--- src/rtl/y86_pkg.sv ---
// ---------------------------------------------------------------------------
// y86_pkg
// Shared definitions for the Y86-64 writeback stage:
//   - data width and register count
//   - processor status codes (stat_t)
//   - instruction codes and the "no register" ID
//   - next_stat(): status priority encoder used by the writeback stage
// ---------------------------------------------------------------------------
package y86_pkg;

   localparam int XLEN = 64;
   localparam int NREG = 15;

   localparam logic [3:0] RNONE = 4'hF;

   typedef enum logic [2:0] {
      STAT_AOK = 3'd1,
      STAT_HLT = 3'd2,
      STAT_ADR = 3'd3,
      STAT_INS = 3'd4
   } stat_t;

   localparam logic [3:0] IHALT   = 4'h0;
   localparam logic [3:0] INOP    = 4'h1;
   localparam logic [3:0] IRRMOVQ = 4'h2;
   localparam logic [3:0] IIRMOVQ = 4'h3;
   localparam logic [3:0] IRMMOVQ = 4'h4;
   localparam logic [3:0] IMRMOVQ = 4'h5;
   localparam logic [3:0] IOPQ    = 4'h6;
   localparam logic [3:0] IJXX    = 4'h7;
   localparam logic [3:0] ICALL   = 4'h8;
   localparam logic [3:0] IRET    = 4'h9;
   localparam logic [3:0] IPUSHQ  = 4'hA;
   localparam logic [3:0] IPOPQ   = 4'hB;

   // Address faults outrank an illegal instruction, which outranks halt.
   function automatic stat_t next_stat(input logic       imem_error,
                                       input logic       dmem_error,
                                       input logic       instr_valid,
                                       input logic [3:0] icode);
      if (imem_error || dmem_error) return STAT_ADR;
      if (!instr_valid)             return STAT_INS;
      if (icode == IHALT)           return STAT_HLT;
      return STAT_AOK;
   endfunction

endpackage

--- src/rtl/writeback_stage_if.sv ---
// ---------------------------------------------------------------------------
// writeback_stage_if
// Bundles the memory-stage completion bus, the decode read ports and the
// architectural status outputs of the writeback stage.
//   master : pipeline side (drives completion info and read addresses)
//   slave  : writeback stage (returns read data, stat, halted, retired)
// ---------------------------------------------------------------------------
interface writeback_stage_if
   import y86_pkg::*;
#(
   parameter int XLEN = y86_pkg::XLEN
);
   logic            valid;
   logic [3:0]      icode;
   logic            instr_valid;
   logic            imem_error;
   logic            dmem_error;
   logic [3:0]      dstE;
   logic [3:0]      dstM;
   logic [XLEN-1:0] valE;
   logic [XLEN-1:0] valM;
   logic [3:0]      srcA;
   logic [3:0]      srcB;
   logic [XLEN-1:0] valA;
   logic [XLEN-1:0] valB;
   stat_t           stat;
   logic            halted;
   logic [63:0]     retired;

   modport master (
      output valid, icode, instr_valid, imem_error, dmem_error,
             dstE, dstM, valE, valM, srcA, srcB,
      input  valA, valB, stat, halted, retired
   );

   modport slave (
      input  valid, icode, instr_valid, imem_error, dmem_error,
             dstE, dstM, valE, valM, srcA, srcB,
      output valA, valB, stat, halted, retired
   );

endinterface

--- src/rtl/y86_regfile.sv ---
// ---------------------------------------------------------------------------
// y86_regfile
// NREG x XLEN architectural register file.
//   clk, rst         : clock, asynchronous active-high reset (clears all regs)
//   we_e/id_e/d_e    : write port E (ALU result)
//   we_m/id_m/d_m    : write port M (memory result), wins over E on same ID
//   src_a/src_b      : asynchronous read addresses; RNONE reads as zero
//   val_a/val_b      : read data of current register state (no bypass)
// ---------------------------------------------------------------------------
module y86_regfile
   import y86_pkg::*;
#(
   parameter int XLEN = y86_pkg::XLEN,
   parameter int NREG = y86_pkg::NREG
)(
   input  logic            clk,
   input  logic            rst,
   input  logic            we_e,
   input  logic [3:0]      id_e,
   input  logic [XLEN-1:0] d_e,
   input  logic            we_m,
   input  logic [3:0]      id_m,
   input  logic [XLEN-1:0] d_m,
   input  logic [3:0]      src_a,
   input  logic [3:0]      src_b,
   output logic [XLEN-1:0] val_a,
   output logic [XLEN-1:0] val_b
);

   logic [XLEN-1:0] regs [NREG];

   // NOTE: the array is reset element by element because the architecture
   // requires every register to read zero right after reset; this keeps it
   // in flops rather than a RAM macro, which is fine at 15 entries.
   always_ff @(posedge clk or posedge rst) begin
      if (rst) begin
         for (int i = 0; i < NREG; i++) regs[i] <= '0;
      end else begin
         // NOTE: non-blocking assignments here so the two ports update
         // together at the edge; the M write is placed last so it overrides E
         // when both target the same register (popq %rsp).
         if (we_e && id_e != RNONE) regs[id_e] <= d_e;
         if (we_m && id_m != RNONE) regs[id_m] <= d_m;
      end
   end

   assign val_a = (src_a == RNONE) ? '0 : regs[src_a];
   assign val_b = (src_b == RNONE) ? '0 : regs[src_b];

endmodule

--- src/rtl/writeback_stage.sv ---
// ---------------------------------------------------------------------------
// writeback_stage
// Commits completing instructions: updates the register file, the registered
// processor status, the sticky halt flag and the retired-instruction counter.
//   clk, rst : clock, asynchronous active-high reset
//   wb       : writeback_stage_if.slave (completion bus, read ports, status)
// Once halted, every input is ignored until reset.
// ---------------------------------------------------------------------------
module writeback_stage
   import y86_pkg::*;
#(
   parameter int XLEN = y86_pkg::XLEN,
   parameter int NREG = y86_pkg::NREG
)(
   input  logic       clk,
   input  logic       rst,
   writeback_stage_if.slave wb
);

   stat_t       stat_q;
   logic        halted_q;
   logic [63:0] retired_q;
   stat_t       nstat;
   logic        commit;
   logic        we_e;
   logic        we_m;

   assign nstat  = next_stat(wb.imem_error, wb.dmem_error, wb.instr_valid, wb.icode);
   assign commit = wb.valid && !halted_q;

   // Registers are written only by instructions that complete normally;
   // faulting or halting instructions leave architectural state untouched.
   always_comb begin
      // NOTE: defaults first so no path leaves an enable unassigned (no latch).
      we_e = 1'b0;
      we_m = 1'b0;
      if (commit && nstat == STAT_AOK) begin
         we_e = 1'b1;
         we_m = 1'b1;
      end
   end

   always_ff @(posedge clk or posedge rst) begin
      if (rst) begin
         stat_q    <= STAT_AOK;
         halted_q  <= 1'b0;
         retired_q <= '0;
      end else if (commit) begin
         stat_q <= nstat;
         if (nstat != STAT_AOK) halted_q <= 1'b1;
         // HLT retires the halt instruction itself; faults do not retire.
         if (nstat == STAT_AOK || nstat == STAT_HLT) retired_q <= retired_q + 64'd1;
      end
   end

   y86_regfile #(
      .XLEN (XLEN),
      .NREG (NREG)
   ) u_regfile (
      .clk   (clk),
      .rst   (rst),
      .we_e  (we_e),
      .id_e  (wb.dstE),
      .d_e   (wb.valE),
      .we_m  (we_m),
      .id_m  (wb.dstM),
      .d_m   (wb.valM),
      .src_a (wb.srcA),
      .src_b (wb.srcB),
      .val_a (wb.valA),
      .val_b (wb.valB)
   );

   assign wb.stat    = stat_q;
   assign wb.halted  = halted_q;
   assign wb.retired = retired_q;

endmodule

--- src/flat_wrapper.sv ---
// flat-port wrapper written by rule: the top's interface ports become plain ports
module writeback_stage_flat import y86_pkg::*;
#(
   parameter int XLEN = y86_pkg::XLEN,
   parameter int NREG = y86_pkg::NREG
)
  (clk, rst, wb_valid, wb_icode, wb_instr_valid, wb_imem_error, wb_dmem_error, wb_dstE, wb_dstM, wb_valE, wb_valM, wb_srcA, wb_srcB, wb_valA, wb_valB, wb_stat, wb_halted, wb_retired);
  writeback_stage_if #(.XLEN(XLEN)) wb_i ();
  input  logic clk;
  input  logic rst;
  input wire logic [$bits(wb_i.valid)-1:0] wb_valid;
  input wire logic [$bits(wb_i.icode)-1:0] wb_icode;
  input wire logic [$bits(wb_i.instr_valid)-1:0] wb_instr_valid;
  input wire logic [$bits(wb_i.imem_error)-1:0] wb_imem_error;
  input wire logic [$bits(wb_i.dmem_error)-1:0] wb_dmem_error;
  input wire logic [$bits(wb_i.dstE)-1:0] wb_dstE;
  input wire logic [$bits(wb_i.dstM)-1:0] wb_dstM;
  input wire logic [$bits(wb_i.valE)-1:0] wb_valE;
  input wire logic [$bits(wb_i.valM)-1:0] wb_valM;
  input wire logic [$bits(wb_i.srcA)-1:0] wb_srcA;
  input wire logic [$bits(wb_i.srcB)-1:0] wb_srcB;
  output wire logic [$bits(wb_i.valA)-1:0] wb_valA;
  output wire logic [$bits(wb_i.valB)-1:0] wb_valB;
  output wire logic [$bits(wb_i.stat)-1:0] wb_stat;
  output wire logic [$bits(wb_i.halted)-1:0] wb_halted;
  output wire logic [$bits(wb_i.retired)-1:0] wb_retired;
  assign wb_i.valid = wb_valid;
  assign wb_i.icode = wb_icode;
  assign wb_i.instr_valid = wb_instr_valid;
  assign wb_i.imem_error = wb_imem_error;
  assign wb_i.dmem_error = wb_dmem_error;
  assign wb_i.dstE = wb_dstE;
  assign wb_i.dstM = wb_dstM;
  assign wb_i.valE = wb_valE;
  assign wb_i.valM = wb_valM;
  assign wb_i.srcA = wb_srcA;
  assign wb_i.srcB = wb_srcB;
  assign wb_valA = wb_i.valA;
  assign wb_valB = wb_i.valB;
  assign wb_stat = wb_i.stat;
  assign wb_halted = wb_i.halted;
  assign wb_retired = wb_i.retired;
  writeback_stage #(.XLEN(XLEN), .NREG(NREG)) u_core (.clk(clk), .rst(rst), .wb(wb_i));
endmodule
--- config.mk ---
export PLATFORM = sky130hd
export DESIGN_NAME = writeback_stage_flat
export DESIGN_NICKNAME = d
export VERILOG_FILES = /design/src/rtl/y86_pkg.sv /design/src/rtl/writeback_stage_if.sv /design/src/rtl/y86_regfile.sv /design/src/rtl/writeback_stage.sv /design/src/flat_wrapper.sv
export SDC_FILE = /design/constraint.sdc
export NUM_CORES = 2
export LEC_CHECK = 0
export CAP_MARGIN = 10
export CORE_MARGIN = 3
export CORE_UTILIZATION = 45
export DETAILED_ROUTE_END_ITERATION = 10
export PLACE_DENSITY_LB_ADDON = 0.25
export SYNTH_ARGS = -nofsm -noshare
export SYNTH_HDL_FRONTEND = slang
export SYNTH_SLANG_ARGS = --single-unit
--- constraint.sdc ---
create_clock -name clk -period 39.3 [get_ports clk]
set_input_delay 7.86 -clock clk [delete_from_list [all_inputs] [get_ports clk]]
set_output_delay 7.86 -clock clk [all_outputs]
set_load 0.02 [all_outputs]
==> impl_results.md <==
* Clock transition at the register clock pins on the worst setup and hold paths after CTS at 0.06 ns
* Highest Clock Rate at 49.1 MHz
* Worst setup timing slack at the placement stage at 18.91 ns
* Max-capacitance violation count at 0
* Leftover overflow at the end of global routing at 0
* TritonCTS Buffers at 118
* Count of routing violations after the opening detailed-route iteration at 5,029
* Count of standard-cell rows at 137
* Most frequent cells after synthesis: mux2i_1 (1,216), nand2_1 (1,116), dfrtp_1 (1,027)
* Routed wire length at 219,000 um
* Number of global-route vias before repair at 49.0k
* Vias post-DR at 49.7k
* IR Drop Worst-Case VDD at 0.0404 mV
* Crit path arrival time at 12.52 ns
* Worst-Margin Slew at 1.18 ns
* Maximum number of pins on one net before global-route repair at 147
* Count of buffer and inverter cells on the critical path at 5
* Synth area leader: dfrtp_1
* Net Count, Synth at 6,272
* Number of max-slew violations in the final report at 0
* Most repeated cell in the gate-level netlist after synthesis: mux2i_1
* Area growth from synthesis to layout at 12.2%
* Slowest stage cell, crit path: buf_4
* Wire length of the first global-routing pass at 329,000 um
* Post-synthesis simple-gate area fraction at 9.52%
* Main combinational cell family by area after synthesis: multiplexers
* Slew HR at 21.6%
* CP peak stage delay at 0.79 ns
* Count of synthesis-stage warnings from yosys at 0
* Number of failing setup endpoints in the final timing report at 0
* Cts repair resizes at 0
* Total setup buffers inserted after CTS at 0
* Root buffer cell: clkbuf_16
* Most used cell, CP: buf_4
* Count of flip-flops with a built-in enable after synthesis at 0
* Element type at the critical path start: input pin
* Setup slack of the critical path after layout at 18.92 ns
* Pwr Total at 2.42 mW
* Top-area cell type share of the netlist area at 40.6%
* RSZ-0062 raised after global routing: false
* Clock tree from TritonCTS: built
* Count of filler cells inserted in the layout at 12.3k
* Family with the most delay on the worst path: buffers and inverters
* Leading post-synthesis cells by cell area: dfrtp_1 (41%), mux2i_1 (19%), mux4_2 (14%)
* Routed via count divided by cell count at 6.20
* Post-Route Setup TNS at 0 ns
* Proportion of synthesized area in mux cells at 32.9%
* Effective utilization at floorplan at 45.4%
* Nets at 6,180
* Average instance area after synthesis at 10.4 um2
* Adder-Cell Fraction of Synth Area at 0.0197%
* Antenna violations before repair at 25
* DIE HEIGHT at 381 um
* Register bit total from synthesis at 1,028
* Cell chain of the critical path: buf_8 > buf_4 > buf_4 > buf_4 > mux4_2 > nor2b_1 > a211oi_1 > a21oi_1 > clkdlybuf4s50_1
* Fraction of final layout cells sized beyond drive strength 1 at 11.7%
* H-tree lvl count at 3
* DRT antenna net count at 0
* Wire length the detailed router placed on met1 at 89,400 um
* Number of primary I/O pins at 350
* Total GRT Usage at 29.8%
* Uppermost routed layer: met5
* Last weighted congestion value of the routability-driven placer at 0.806
* Width of the die at 381 um
* Synthesized instance count at 6,117
* Number of buffers inserted by port buffering at 349
* Path category of the worst min-delay check: reg -> reg
* Final worst-path cycle share at 51.9%
* Buffer levels on the longest clock path at 3
* Crit path time final at 20.38 ns
* Number of iterations in the first detailed-routing pass at 6
* Skew-Pair Late Insertion Delay at 0.75 ns
* Worst setup path category: in -> out
* Compound-cell area share of the yosys netlist at 11.2%
* Fraction of registers with async set/reset at 100%
* Detailed-route wire length per cell at 27.3 um
* Xor/xnor cell area share of the yosys netlist at 0.871%
* Post-synthesis sequential area ratio at 40.6%
* Die area at 0.145 mm2
* Hold bufs inserted after CTS at 0
* Status: complete, no violations
* Predominant post-synthesis flop cell: dfrtp_1
* Worst clock skew at 0.0257 ns
* Final worst hold slack at 0.466 ns
* Total standard cell area after synthesis at 0.0634 mm2
* Routed length on met3 at 17,500 um
* Critical-path maximum fanout at 49
* TritonCTS Sinks at 1,028
* Detailed placer's ending HPWL at 122,000 um
* Critical path required time at 31.44 ns
* Total DRC errors in the routed layout at 0
* Final Hold Viols at 0
* Power per cell area at 34.0 mW/mm2
* Number of library cell types mapped by synthesis at 45
* Met2 wire length at 103,000 um
* Core region area at 0.140 mm2
* Static leakage power at 35.2 nW
* Endpoint kind of the worst setup timing path: primary output
==> state kept, by name, indices dropped and copies added, names as in the netlist <==
signal and cells:
u_core.u_regfile.regs 960, u_core.wb.retired 64, u_core.wb.stat 3, u_core.wb.halted 1
==> through the flow <==
step / util [%] / std cells / area, um2
after floorplan: - / 6117 / 63400
final: 50.9 / 8018 / 71100
after global placement: 48.0 / 7780 / 67100
after global routing: 50.9 / 8011 / 71100
after CTS: 50.8 / 7996 / 71000
after detailed placement: 48.0 / 7780 / 67100
==> path summary, 6_finish.rpt <==
check / cells past startpoint / start / slack, ns / end
min reg2reg: 1 / u_core.wb.retired[63]$_DFFE_PP0P_ / 0.47 / u_core.wb.retired[63]$_DFFE_PP0P_
min: 1 / u_core.wb.retired[63]$_DFFE_PP0P_ / 0.47 / u_core.wb.retired[63]$_DFFE_PP0P_
max reg2reg: 6 / u_core.wb.halted$_DFFE_PP0P_ / 34.71 / u_core.u_regfile.regs[768]$_DFF_PP0_
max: 9 / wb_srcA[0] / 18.92 / wb_valA[18]
min in group asynchronous: 2 / rst / 7.70 / u_core.u_regfile.regs[727]$_DFF_PP0_
max in group asynchronous: 6 / rst / 27.34 / u_core.u_regfile.regs[875]$_DFF_PP0_
==> cell type report <==
class                   instances  area (um2)  area share, %
inverters                      12        52.6         0.0739
repair buffers                442        4270           6.01
clock buffers                 185        3560           5.01
flip-flops and latches       1028       25700           36.2
multi-input cells            4423       34700           48.8
clock inverters                31         354          0.498
diodes                         21        52.6         0.0739
well taps                    1876        2350           3.30
==> layout by cell type, fill, tap and decap left out, types with 10 or more instances in the layout <==
| cell type | count |
|---|---|
| mux4_2 | 384 |
| nor4_1 | 12 |
| nor3_1 | 10 |
| clkbuf_8 | 27 |
| nand3_1 | 20 |
| dfrtp_1 | 1027 |
| buf_4 | 89 |
| mux2i_1 | 1216 |
| xnor2_1 | 27 |
| inv_1 | 11 |
| o21ai_1 | 359 |
| clkdlybuf4s50_1 | 341 |
| and3_1 | 11 |
| a21oi_1 | 129 |
| o21ai_0 | 730 |
| nand4_1 | 16 |
| clkbuf_1 | 36 |
| a211oi_1 | 128 |
| clkbuf_16 | 122 |
| xor2_1 | 36 |
| nand2_1 | 1116 |
| diode_2 | 21 |
| nor2_4 | 11 |
| nor2_1 | 19 |
| nor2b_1 | 131 |
| clkinv_2 | 19 |
==> kinds of logic (layout without fill, tap and decap cells) <==
family,Yosys count,after routing
fa+ha+maj,1,1
xor+xnor,63,63
mux,1602,1602
buf+inv,666,670
other cells,0,21
flops,1028,1028
simple gates,1409,1409
compound gates,1348,1348
==> routing by layer <==
layer	track usage [%]	vias to the layer above
met5	0	-
met4	12.7	8
met3	5.08	447
met2	47.5	2222
met1	40.3	25100
li1	-	21900
==> power breakdown <==
part / internal [mW] / switching [mW] / total, mW
clock network: 0.662 / 0.469 / 1.13
logic: 0.0705 / 0.143 / 0.213
registers: 1.07 / 0.00718 / 1.08
Power figures use the tool's default switching activity.
